**src/rtl/divrem_radix16.sv**
```systemverilog
// Iterative radix-16 integer divider/remainder unit (RISC-V DIV/DIVU/REM/REMU).
// Retires one quotient nibble per cycle after the dividend has been left-aligned.
// Divide-by-zero and signed overflow resolve in a single cycle.
// Results and status are held while pause is high.
module divrem_radix16 #(
    parameter int WIDTH      = 32,
    parameter int EARLY_TERM = 1
) (
    input  logic             clk,
    input  logic             reset,
    input  logic             pause,
    input  logic             en,
    input  logic             is_signed,
    input  logic [WIDTH-1:0] dividend,
    input  logic [WIDTH-1:0] divisor,
    output logic             ready,
    output logic [WIDTH-1:0] q,
    output logic [WIDTH-1:0] r,
    output logic             vout
);

    localparam int ND = WIDTH / 4;
    localparam int CW = $clog2(ND + 1);
    localparam int WP = WIDTH + 4;
    localparam logic [WIDTH-1:0] MIN_NEG = {1'b1, {(WIDTH-1){1'b0}}};

    typedef enum logic [1:0] {IDLE = 2'd0, ITER = 2'd1, SIGN = 2'd2, DONE = 2'd3} state_t;

    state_t           state_r, state_nx;
    logic [CW-1:0]    cnt_r;
    logic [WIDTH-1:0] dd_r, b_r, rem_r, acc_r, q_r, r_r;
    logic             q_neg_r, r_neg_r;

    logic             accept_s, div_zero_s, ovf_s;
    logic [WIDTH-1:0] mag_dd_s, mag_dv_s, aligned_s;
    logic [CW-1:0]    n_s;
    logic [3:0]       digit_s;
    logic [WIDTH-1:0] diff_s;

    // Number of significant nibbles in v; zero still needs one digit.
    function automatic logic [CW-1:0] digit_count(input logic [WIDTH-1:0] v);
        logic [CW-1:0] n;
        n = CW'(1);
        for (int i = 0; i < ND; i++) begin
            if (v[i*4 +: 4] != 4'd0) begin
                n = CW'(i + 1);
            end else begin
                n = n;
            end
        end
        return n;
    endfunction

    // Largest k in 0..15 with part - k*b >= 0; returns {k, part - k*b}.
    function automatic logic [WP-1:0] digit_sel(input logic [WP-1:0] part,
                                                input logic [WIDTH-1:0] b);
        logic [3:0]       k_best;
        logic [WIDTH-1:0] diff;
        logic [WP-1:0]    prod;
        k_best = 4'd0;
        diff   = WIDTH'(part);
        for (int k = 1; k < 16; k++) begin
            prod = WP'(k) * {4'd0, b};
            if (part >= prod) begin
                k_best = 4'(k);
                diff   = WIDTH'(part - prod);
            end else begin
                k_best = k_best;
            end
        end
        return {k_best, diff};
    endfunction

    assign accept_s   = en && (state_r == IDLE) && !pause;
    assign div_zero_s = (divisor == {WIDTH{1'b0}});
    assign ovf_s      = is_signed && (dividend == MIN_NEG) && (divisor == {WIDTH{1'b1}});
    assign mag_dd_s   = (is_signed && dividend[WIDTH-1]) ? (~dividend + {{(WIDTH-1){1'b0}}, 1'b1}) : dividend;
    assign mag_dv_s   = (is_signed && divisor[WIDTH-1])  ? (~divisor  + {{(WIDTH-1){1'b0}}, 1'b1}) : divisor;
    assign n_s        = (EARLY_TERM != 0) ? digit_count(mag_dd_s) : CW'(ND);
    assign aligned_s  = mag_dd_s << (4 * (ND - int'(n_s)));
    assign {digit_s, diff_s} = digit_sel({rem_r, dd_r[WIDTH-1 -: 4]}, b_r);

    assign ready = (state_r == IDLE);
    assign vout  = (state_r == DONE);
    assign q     = q_r;
    assign r     = r_r;

    // State register; frozen while paused.
    always_ff @(posedge clk or posedge reset) begin
        if (reset) begin
            state_r <= IDLE;
        end else if (!pause) begin
            state_r <= state_nx;
        end
    end

    // Next-state decode: special cases skip straight to DONE.
    always_comb begin
        state_nx = state_r;
        case (state_r)
            IDLE: begin
                if (accept_s) begin
                    state_nx = (div_zero_s || ovf_s) ? DONE : ITER;
                end else begin
                    state_nx = IDLE;
                end
            end
            ITER: begin
                if (cnt_r == CW'(1)) begin
                    state_nx = SIGN;
                end else begin
                    state_nx = ITER;
                end
            end
            SIGN:    state_nx = DONE;
            DONE:    state_nx = IDLE;
            default: state_nx = IDLE;
        endcase
    end

    // Iteration datapath: operand capture at accept, one digit per ITER cycle.
    always_ff @(posedge clk or posedge reset) begin
        if (reset) begin
            cnt_r   <= {CW{1'b0}};
            dd_r    <= {WIDTH{1'b0}};
            b_r     <= {WIDTH{1'b0}};
            rem_r   <= {WIDTH{1'b0}};
            acc_r   <= {WIDTH{1'b0}};
            q_neg_r <= 1'b0;
            r_neg_r <= 1'b0;
        end else if (!pause) begin
            case (state_r)
                IDLE: begin
                    if (accept_s) begin
                        cnt_r   <= n_s;
                        dd_r    <= aligned_s;
                        b_r     <= mag_dv_s;
                        rem_r   <= {WIDTH{1'b0}};
                        acc_r   <= {WIDTH{1'b0}};
                        q_neg_r <= is_signed && (dividend[WIDTH-1] ^ divisor[WIDTH-1]);
                        r_neg_r <= is_signed && dividend[WIDTH-1];
                    end
                end
                ITER: begin
                    cnt_r <= cnt_r - CW'(1);
                    dd_r  <= dd_r << 4;
                    rem_r <= diff_s;
                    acc_r <= {acc_r[WIDTH-5:0], digit_s};
                end
                default: begin
                    cnt_r <= cnt_r;
                end
            endcase
        end
    end

    // Result registers: special results at accept, sign fix-up in SIGN.
    always_ff @(posedge clk or posedge reset) begin
        if (reset) begin
            q_r <= {WIDTH{1'b0}};
            r_r <= {WIDTH{1'b0}};
        end else if (!pause) begin
            case (state_r)
                IDLE: begin
                    if (accept_s && div_zero_s) begin
                        q_r <= {WIDTH{1'b1}};
                        r_r <= dividend;
                    end else if (accept_s && ovf_s) begin
                        q_r <= dividend;
                        r_r <= {WIDTH{1'b0}};
                    end
                end
                SIGN: begin
                    q_r <= q_neg_r ? (~acc_r + {{(WIDTH-1){1'b0}}, 1'b1}) : acc_r;
                    r_r <= r_neg_r ? (~rem_r + {{(WIDTH-1){1'b0}}, 1'b1}) : rem_r;
                end
                default: begin
                    q_r <= q_r;
                end
            endcase
        end
    end

endmodule

```
**config.mk**
```make
export PLATFORM = sky130hd
export DESIGN_NAME = divrem_radix16
export DESIGN_NICKNAME = d
export VERILOG_FILES = /design/src/rtl/divrem_radix16.sv
export SDC_FILE = /design/constraint.sdc
export NUM_CORES = 2
export LEC_CHECK = 0
export CORE_ASPECT_RATIO = 1.2
export CORE_MARGIN = 2
export CORE_UTILIZATION = 45
export DETAILED_ROUTE_END_ITERATION = 16
export HOLD_SLACK_MARGIN = 0.06
export PLACE_DENSITY = 0.72
export SETUP_SLACK_MARGIN = 0.05
export SKIP_CTS_REPAIR_TIMING = 1
export SLEW_MARGIN = 20
export SYNTH_ARGS = -nofsm -noshare
export SYNTH_HDL_FRONTEND = slang
export SYNTH_SLANG_ARGS = --single-unit
```
**constraint.sdc**
```tcl
create_clock -name clk -period 18.6 [get_ports clk]
set_input_delay 3.72 -clock clk [delete_from_list [all_inputs] [get_ports clk]]
set_output_delay 3.72 -clock clk [all_outputs]
set_load 0.01 [all_outputs]
```
After elaboration in Yosys (flattened, before gate mapping)
Index checks and enable logic that the tools add are counted.

storage, ports and cells
  register bits = 200
  logic and storage cells = 155

operators by class
  $add $sub $neg = 21
  $mul = 11
  order comparisons = 15
  equal/unequal tests = 8
  shift-type cells = 1
  muxes and demuxes = 58
  bitwise operators = 6
  reduce and logical (&&, ||, !) cells = 25

operators by type and width
  operator                                                              count
  32-bit two-way mux                                                    25
  32-bit subtractor                                                     15
  32-bit one-hot mux with 2 select lines                                5
  36-bit greater-or-equal comparator                                    7
  36-bit by 35-bit greater-or-equal comparator with 1-bit output        4
  4-bit by 32-bit multiplier with 36-bit output (first input constant)  4
  3-bit by 32-bit multiplier with 35-bit output (first input constant)  4
  32-bit by 1-bit adder with 32-bit output (second input constant)      4
  32-bit inverter                                                       4
  2-bit by 32-bit multiplier with 34-bit output (first input constant)  3
  4-bit two-way mux                                                     20
  36-bit by 34-bit greater-or-equal comparator with 1-bit output        2
  32-bit equality test (second input constant)                          2
  36-bit by 32-bit greater-or-equal comparator with 1-bit output        1
  36-bit by 33-bit greater-or-equal comparator with 1-bit output        1
  32-bit zero test                                                      1
  32-bit by 32-bit << shifter with 32-bit output                        1
  4-bit nonzero test                                                    7
  2-bit two-way mux                                                     5
  1-bit logical AND                                                     9
  3-bit AND reduction                                                   3
  2-bit one-hot mux with 4 select lines                                 1
  4-bit one-hot mux with 2 select lines                                 1
  4-bit by 4-bit subtractor with 5-bit output (first input constant)    1
  other kinds (13)                                                      15

Depth between registers and ports, before layout
  word-level depth = 17
  gate-level depth with buffers = 32
  mapped depth without buffers = 31

Worst setup path before layout
OpenSTA, ideal clock, no wires.

  path kind = input-to-reg
  start = input port dividend[21]
  end = register dd_r[25]
  library setup time = 126 ps
  data arrival time = 7758 ps
  slack = 10715 ps
  cell stages on the path = 16
  buffers on the path = 4
  cell sequence = buf_2 -> or4_4 -> nor4_4 -> or4b_4 -> o41ai_4 -> xor2_2 -> nand4_4 -> o21bai_4 -> buf_2 -> ha_1 -> clkbuf_1 -> inv_2 -> clkbuf_1 -> a21oi_1 -> mux2i_1 -> a221o_1

on the way
  cells in the longest elaborated chain, start to end = 11
  elaborated cells on any way between the ends = 13
  classes of those cells = 2 x add/sub; 1 x shift; 6 x mux; 1 x bitwise; 3 x reduce/logical

ends and longest elaborated chain
  item                                                RTL line  source
  start, declared                                     14        input logic [WIDTH-1:0] dividend,
  32-bit inverter                                     77        assign mag_dd_s = (is_signed && dividend[WIDTH-1]) ? (~dividend + {{(WIDTH-1){1'b0}}, 1'b1}) : dividend;
  32-bit by 1-bit adder with 32-bit output            77
  32-bit two-way mux (*)                              77
  4-bit nonzero test                                  45        if (v[i*4 +: 4] != 4'd0) begin
  4-bit two-way mux (3 in series)                     45
  4-bit by 4-bit subtractor with 5-bit output         80        assign aligned_s = mag_dd_s << (4 * (ND - int'(n_s)));
  32-bit by 32-bit << shifter with 32-bit output (*)  80
  32-bit two-way mux (*)                              134       if (accept_s) begin
  32-bit one-hot mux with 2 select lines (*)          132       case (state_r)
  end signal, assigned                                125       dd_r <= {WIDTH{1'b0}};
  end signal, assigned                                136       dd_r <= aligned_s;
  end signal, assigned                                146       dd_r <= dd_r << 4;
  end, declared                                       31        logic [WIDTH-1:0] dd_r, b_r, rem_r, acc_r, q_r, r_r;

Every way passes the cells marked *; elsewhere a longest branch is shown, timed or not. The select of a mux whose other input is x is not followed.
A chain may end at the register's enable or synchronous reset.

Worst setup path in the final report
  start = register b_r[9]
  end = register rem_r[3]

on the way
  cells in the longest elaborated chain, start to end = 17
  elaborated cells on any way between the ends = 42
  classes of those cells = 11 x mul; 15 x order compare; 16 x mux

ends and longest elaborated chain
  item                                                                                                     RTL line  source
  start, declared                                                                                          31
  start signal, assigned                                                                                   126       b_r <= {WIDTH{1'b0}};
  start signal, assigned                                                                                   137       b_r <= mag_dv_s;
  branches (longest 15 deep; another with 36-bit by 34-bit greater-or-equal comparator with 1-bit output)  -
  32-bit two-way mux (*)                                                                                   64        if (part >= prod) begin
  32-bit one-hot mux with 2 select lines (*)                                                               132
  end signal, assigned                                                                                     127       rem_r <= {WIDTH{1'b0}};
  end signal, assigned                                                                                     138       rem_r <= {WIDTH{1'b0}};
  end signal, assigned                                                                                     147       rem_r <= diff_s;
  end, declared                                                                                            31

Every way passes the cells marked *.

==> impl_metrics.prom <==
# TYPE chip_impl_metric gauge
chip_impl_info{name="status",value="finished clean"} 1
chip_impl_info{name="yosys_top_cell_by_area",value="ha_1"} 1
chip_impl_metric{name="synth_cell_type_count",unit=""} 104
chip_impl_metric{name="post_synthesis_sequential_area_ratio",unit="%"} 9.38
chip_impl_metric{name="dp.cells",unit=""} 8633
chip_impl_metric{name="dieArea",unit="µm²"} 121000
chip_impl_info{name="synth.area.top_cells",value="ha_1, dfrtp_1, xnor2_1"} 1
chip_impl_metric{name="met1_usage",unit="%"} 49.5
chip_impl_metric{name="layoutNonFillerInstCount",unit=""} 8671
chip_impl_metric{name="setup_total_negative_slack",unit="ns"} 0
chip_impl_metric{name="htreeDepth",unit=""} 4
chip_impl_metric{name="path_max_fanout",unit=""} 25
chip_impl_metric{name="avgSynthCellArea",unit="µm²"} 7.58
chip_impl_metric{name="use_met3",unit="%"} 7.92
chip_impl_metric{name="die_height",unit="µm"} 381
chip_impl_metric{name="die_width",unit="µm"} 318
chip_impl_metric{name="cts_buffers",unit=""} 17
chip_impl_metric{name="grt.met2_usage",unit="%"} 70.7
chip_impl_info{name="type_of_the_worst_min_delay_path",value="reg2reg"} 1
chip_impl_info{name="root_buffer",value="clkbuf_16"} 1
chip_impl_metric{name="synth.net_count",unit=""} 8050
chip_impl_metric{name="grt_pass1_wl",unit="µm"} 393000
chip_impl_metric{name="via_count_of_the_first_global_routing_pass",unit=""} 57600
chip_impl_metric{name="max_slew.worst_pin.slew",unit="ns"} 1.35
chip_impl_metric{name="synth-edff-count",unit=""} 0
chip_impl_info{name="post_synth_most_frequent_cells",value="ha_1, a21oi_1, o21ai_0"} 1
chip_impl_metric{name="detail_route.drc_violations",unit=""} 0
chip_impl_metric{name="globalRouteTotalUtil",unit="%"} 44.1
chip_impl_metric{name="crit_arrival",unit="ns"} 10.30
chip_impl_metric{name="maxSlewHeadroom",unit="%"} 9.45
chip_impl_metric{name="postRouteAntennaNets",unit=""} 0
chip_impl_metric{name="routed_via_density",unit=""} 6.83
chip_impl_metric{name="cts_num_sinks",unit=""} 200
chip_impl_metric{name="layout-drive-gt1-share",unit="%"} 4.25
chip_impl_metric{name="worst_setup_hold_path_clk_slew",unit="ns"} 0.11
chip_impl_metric{name="timing.final.setup_violations",unit=""} 0
chip_impl_info{name="cp_slowest_cell",value="dfrtp_1"} 1
chip_impl_info{name="rsz_0062_raised_after_global_routing",value="no"} 1
chip_impl_metric{name="io-pin-count",unit=""} 135
chip_impl_info{name="cts_tree",value="done"} 1
chip_impl_metric{name="synthesis.instances",unit=""} 7043
chip_impl_metric{name="route.detailed.wl_per_inst",unit="µm"} 31.8
chip_impl_metric{name="start_util",unit="%"} 45.3
chip_impl_metric{name="core_area",unit="µm²"} 118000
chip_impl_metric{name="max_freq",unit="MHz"} 102
chip_impl_info{name="crit_path_frequent_cell",value="ha_1"} 1
chip_impl_metric{name="syn2layout_area_growth",unit="%"} 7.97
chip_impl_metric{name="dr_total_vias",unit=""} 59200
chip_impl_metric{name="timing.reg2reg.worst_path_depth",unit=""} 28
chip_impl_metric{name="finalClockSkew",unit="ns"} 0.0315
chip_impl_metric{name="cp_data_required_time",unit="ns"} 19.06
chip_impl_info{name="crit_path_end_kind",value="register"} 1
chip_impl_metric{name="antenna_found_initial",unit=""} 14
chip_impl_info{name="crit_path_start_kind",value="register"} 1
chip_impl_metric{name="critPathMaxStageDelay",unit="ns"} 0.96
chip_impl_info{name="synth_ff_type",value="dfrtp_1"} 1
chip_impl_metric{name="worst_skew_pair.late_latency",unit="ns"} 0.58
chip_impl_metric{name="drt_iter0_drc",unit=""} 6401
chip_impl_metric{name="finalCriticalPeriod",unit="ns"} 9.84
chip_impl_metric{name="detailedPlacementHpwl",unit="µm"} 223000
chip_impl_info{name="worstSetupPathType",value="reg2reg"} 1
chip_impl_metric{name="port_buffers",unit=""} 134
chip_impl_metric{name="synth.cell_area",unit="µm²"} 53400
chip_impl_metric{name="yosysTopAreaCellShare",unit="%"} 18.2
chip_impl_metric{name="cts_max_path_buffers",unit=""} 2
chip_impl_metric{name="yosysWarnings",unit=""} 0
chip_impl_metric{name="hold_path_depth",unit=""} 2
chip_impl_metric{name="finalCritPeriodShare",unit="%"} 52.9
chip_impl_metric{name="share_of_flip_flops_with_an_asynchronous_set_or_reset_after_synthesis",unit="%"} 100
chip_impl_info{name="yosysMostFrequentCell",value="ha_1"} 1
chip_impl_metric{name="finalHoldViolCount",unit=""} 0
chip_impl_metric{name="row_count",unit=""} 138
chip_impl_metric{name="drt_pre_antenna_iters",unit=""} 8
chip_impl_metric{name="finalWeightedCongestion",unit=""} 1.07
chip_impl_metric{name="number_of_synthesized_register_bits",unit=""} 200
chip_impl_metric{name="drv_cap",unit=""} 0
chip_impl_metric{name="final-max-slew-violation-count",unit=""} 0
chip_impl_metric{name="grt_overflow",unit=""} 0
chip_impl_metric{name="wirelength_routed",unit="µm"} 276000
chip_impl_metric{name="grt_max_degree",unit=""} 94
chip_impl_info{name="grt_busiest_layer",value="met2"} 1
chip_impl_metric{name="finish.net_count",unit=""} 8120
## flip-flops by register name, indices dropped and copies added (netlist names), 2 cells and up
name,count
acc_r,32
b_r,32
cnt_r,4
dd_r,32
q,32
r,32
rem_r,32
state_r,2
## through the flow
step | utilization (%) | hold WS (ns) | instance area, µm² | setup WS [ns]
floorplan | - | 0.449 | 53400 | 9.43
global placement | 48.4 | 0.463 | 57000 | 9.12
detailed placement | 48.4 | 0.469 | 57000 | 9.07
CTS | 48.9 | 0.488 | 57600 | 9.08
global route | 48.9 | 0.510 | 57600 | 8.51
finish | 48.9 | 0.486 | 57600 | 8.76
## area by class of cell
type                    instances  area, µm²
well taps                    1540       1930
inverters                     380       1430
multi-input cells            6244      46200
flip-flops and latches        200       5010
fillers                     11800      60100
repair buffers                270       2360
diodes                          5       12.5
clock buffers                  18        439
clock inverters                14        198
## final timing paths
check,slack (ns),start,endpoint
hold reg to reg,0.49,r[14],r[14]
setup reg to reg,8.76,b_r[9],rem_r[3]
min in group asynchronous,3.65,reset,q[17]
setup / recovery,8.76,b_r[9],rem_r[3]
max in group asynchronous,12.62,reset,b_r[20]
hold / removal,0.49,r[14],r[14]
## layout by cell type, fill, tap and decap left out, drive strengths merged, types with 32 or more instances in the layout
| cell type | instances |
|---|---|
| o31ai | 84 |
| xor2 | 263 |
| o211ai | 77 |
| fa | 161 |
| and2 | 45 |
| a21o | 264 |
| and3 | 71 |
| clkdlybuf4s50 | 134 |
| nor2 | 519 |
| dfrtp | 200 |
| mux2i | 40 |
| a21oi | 653 |
| o21bai | 97 |
| buf | 136 |
| nor2b | 66 |
| o41ai | 32 |
| a221oi | 33 |
| a211oi | 126 |
| nand2b | 101 |
| a22oi | 54 |
| a31oi | 113 |
| nand4 | 87 |
| o21a | 113 |
| nor3 | 168 |
| nand2 | 526 |
| a22o | 38 |
| xnor2 | 431 |
| nor4 | 54 |
| inv | 387 |
| or3 | 57 |
| o21ai | 551 |
| nand3 | 170 |
| ha | 777 |
## routing by layer
layer / vias up / wire, µm
met2: 3416 / 122000
met4: 16 / 31500
met5: - / 93
met3: 1089 / 24000
li1: 26400 / -
met1: 28200 / 98000
## kinds of logic (layout without fill, tap and decap cells)
group                    Yosys count  in the layout  share of synthesized area (%)
AO/OA/AOI/OAI                   2579           2579                           31.6
XOR/XNOR                         696            696                           11.5
adder cells (fa/ha/maj)          942            942                           24.3
buffers and inverters            599            682                           4.30
flip-flops                       200            200                           9.38
multiplexers                      48             48                          0.982
other                              0              5                              0
AND/OR/NAND/NOR                 1979           1979                           17.9
## worst max-delay path, delay by kind of cell, from the launching register on
kind / cells / cell delay, ns
DFF: 1 / 0.96
AOI/OAI and AO/OA: 17 / 4.78
buffers and inverters: 1 / 0.34
adders and majority gates: 4 / 1.50
xor gates and xnor gates: 1 / 0.18
and+or+nand+nor: 5 / 1.92
Power is left out: the tool's default activity adds up to more than one toggle a clock period on the data nets, which glitch-free logic cannot reach.
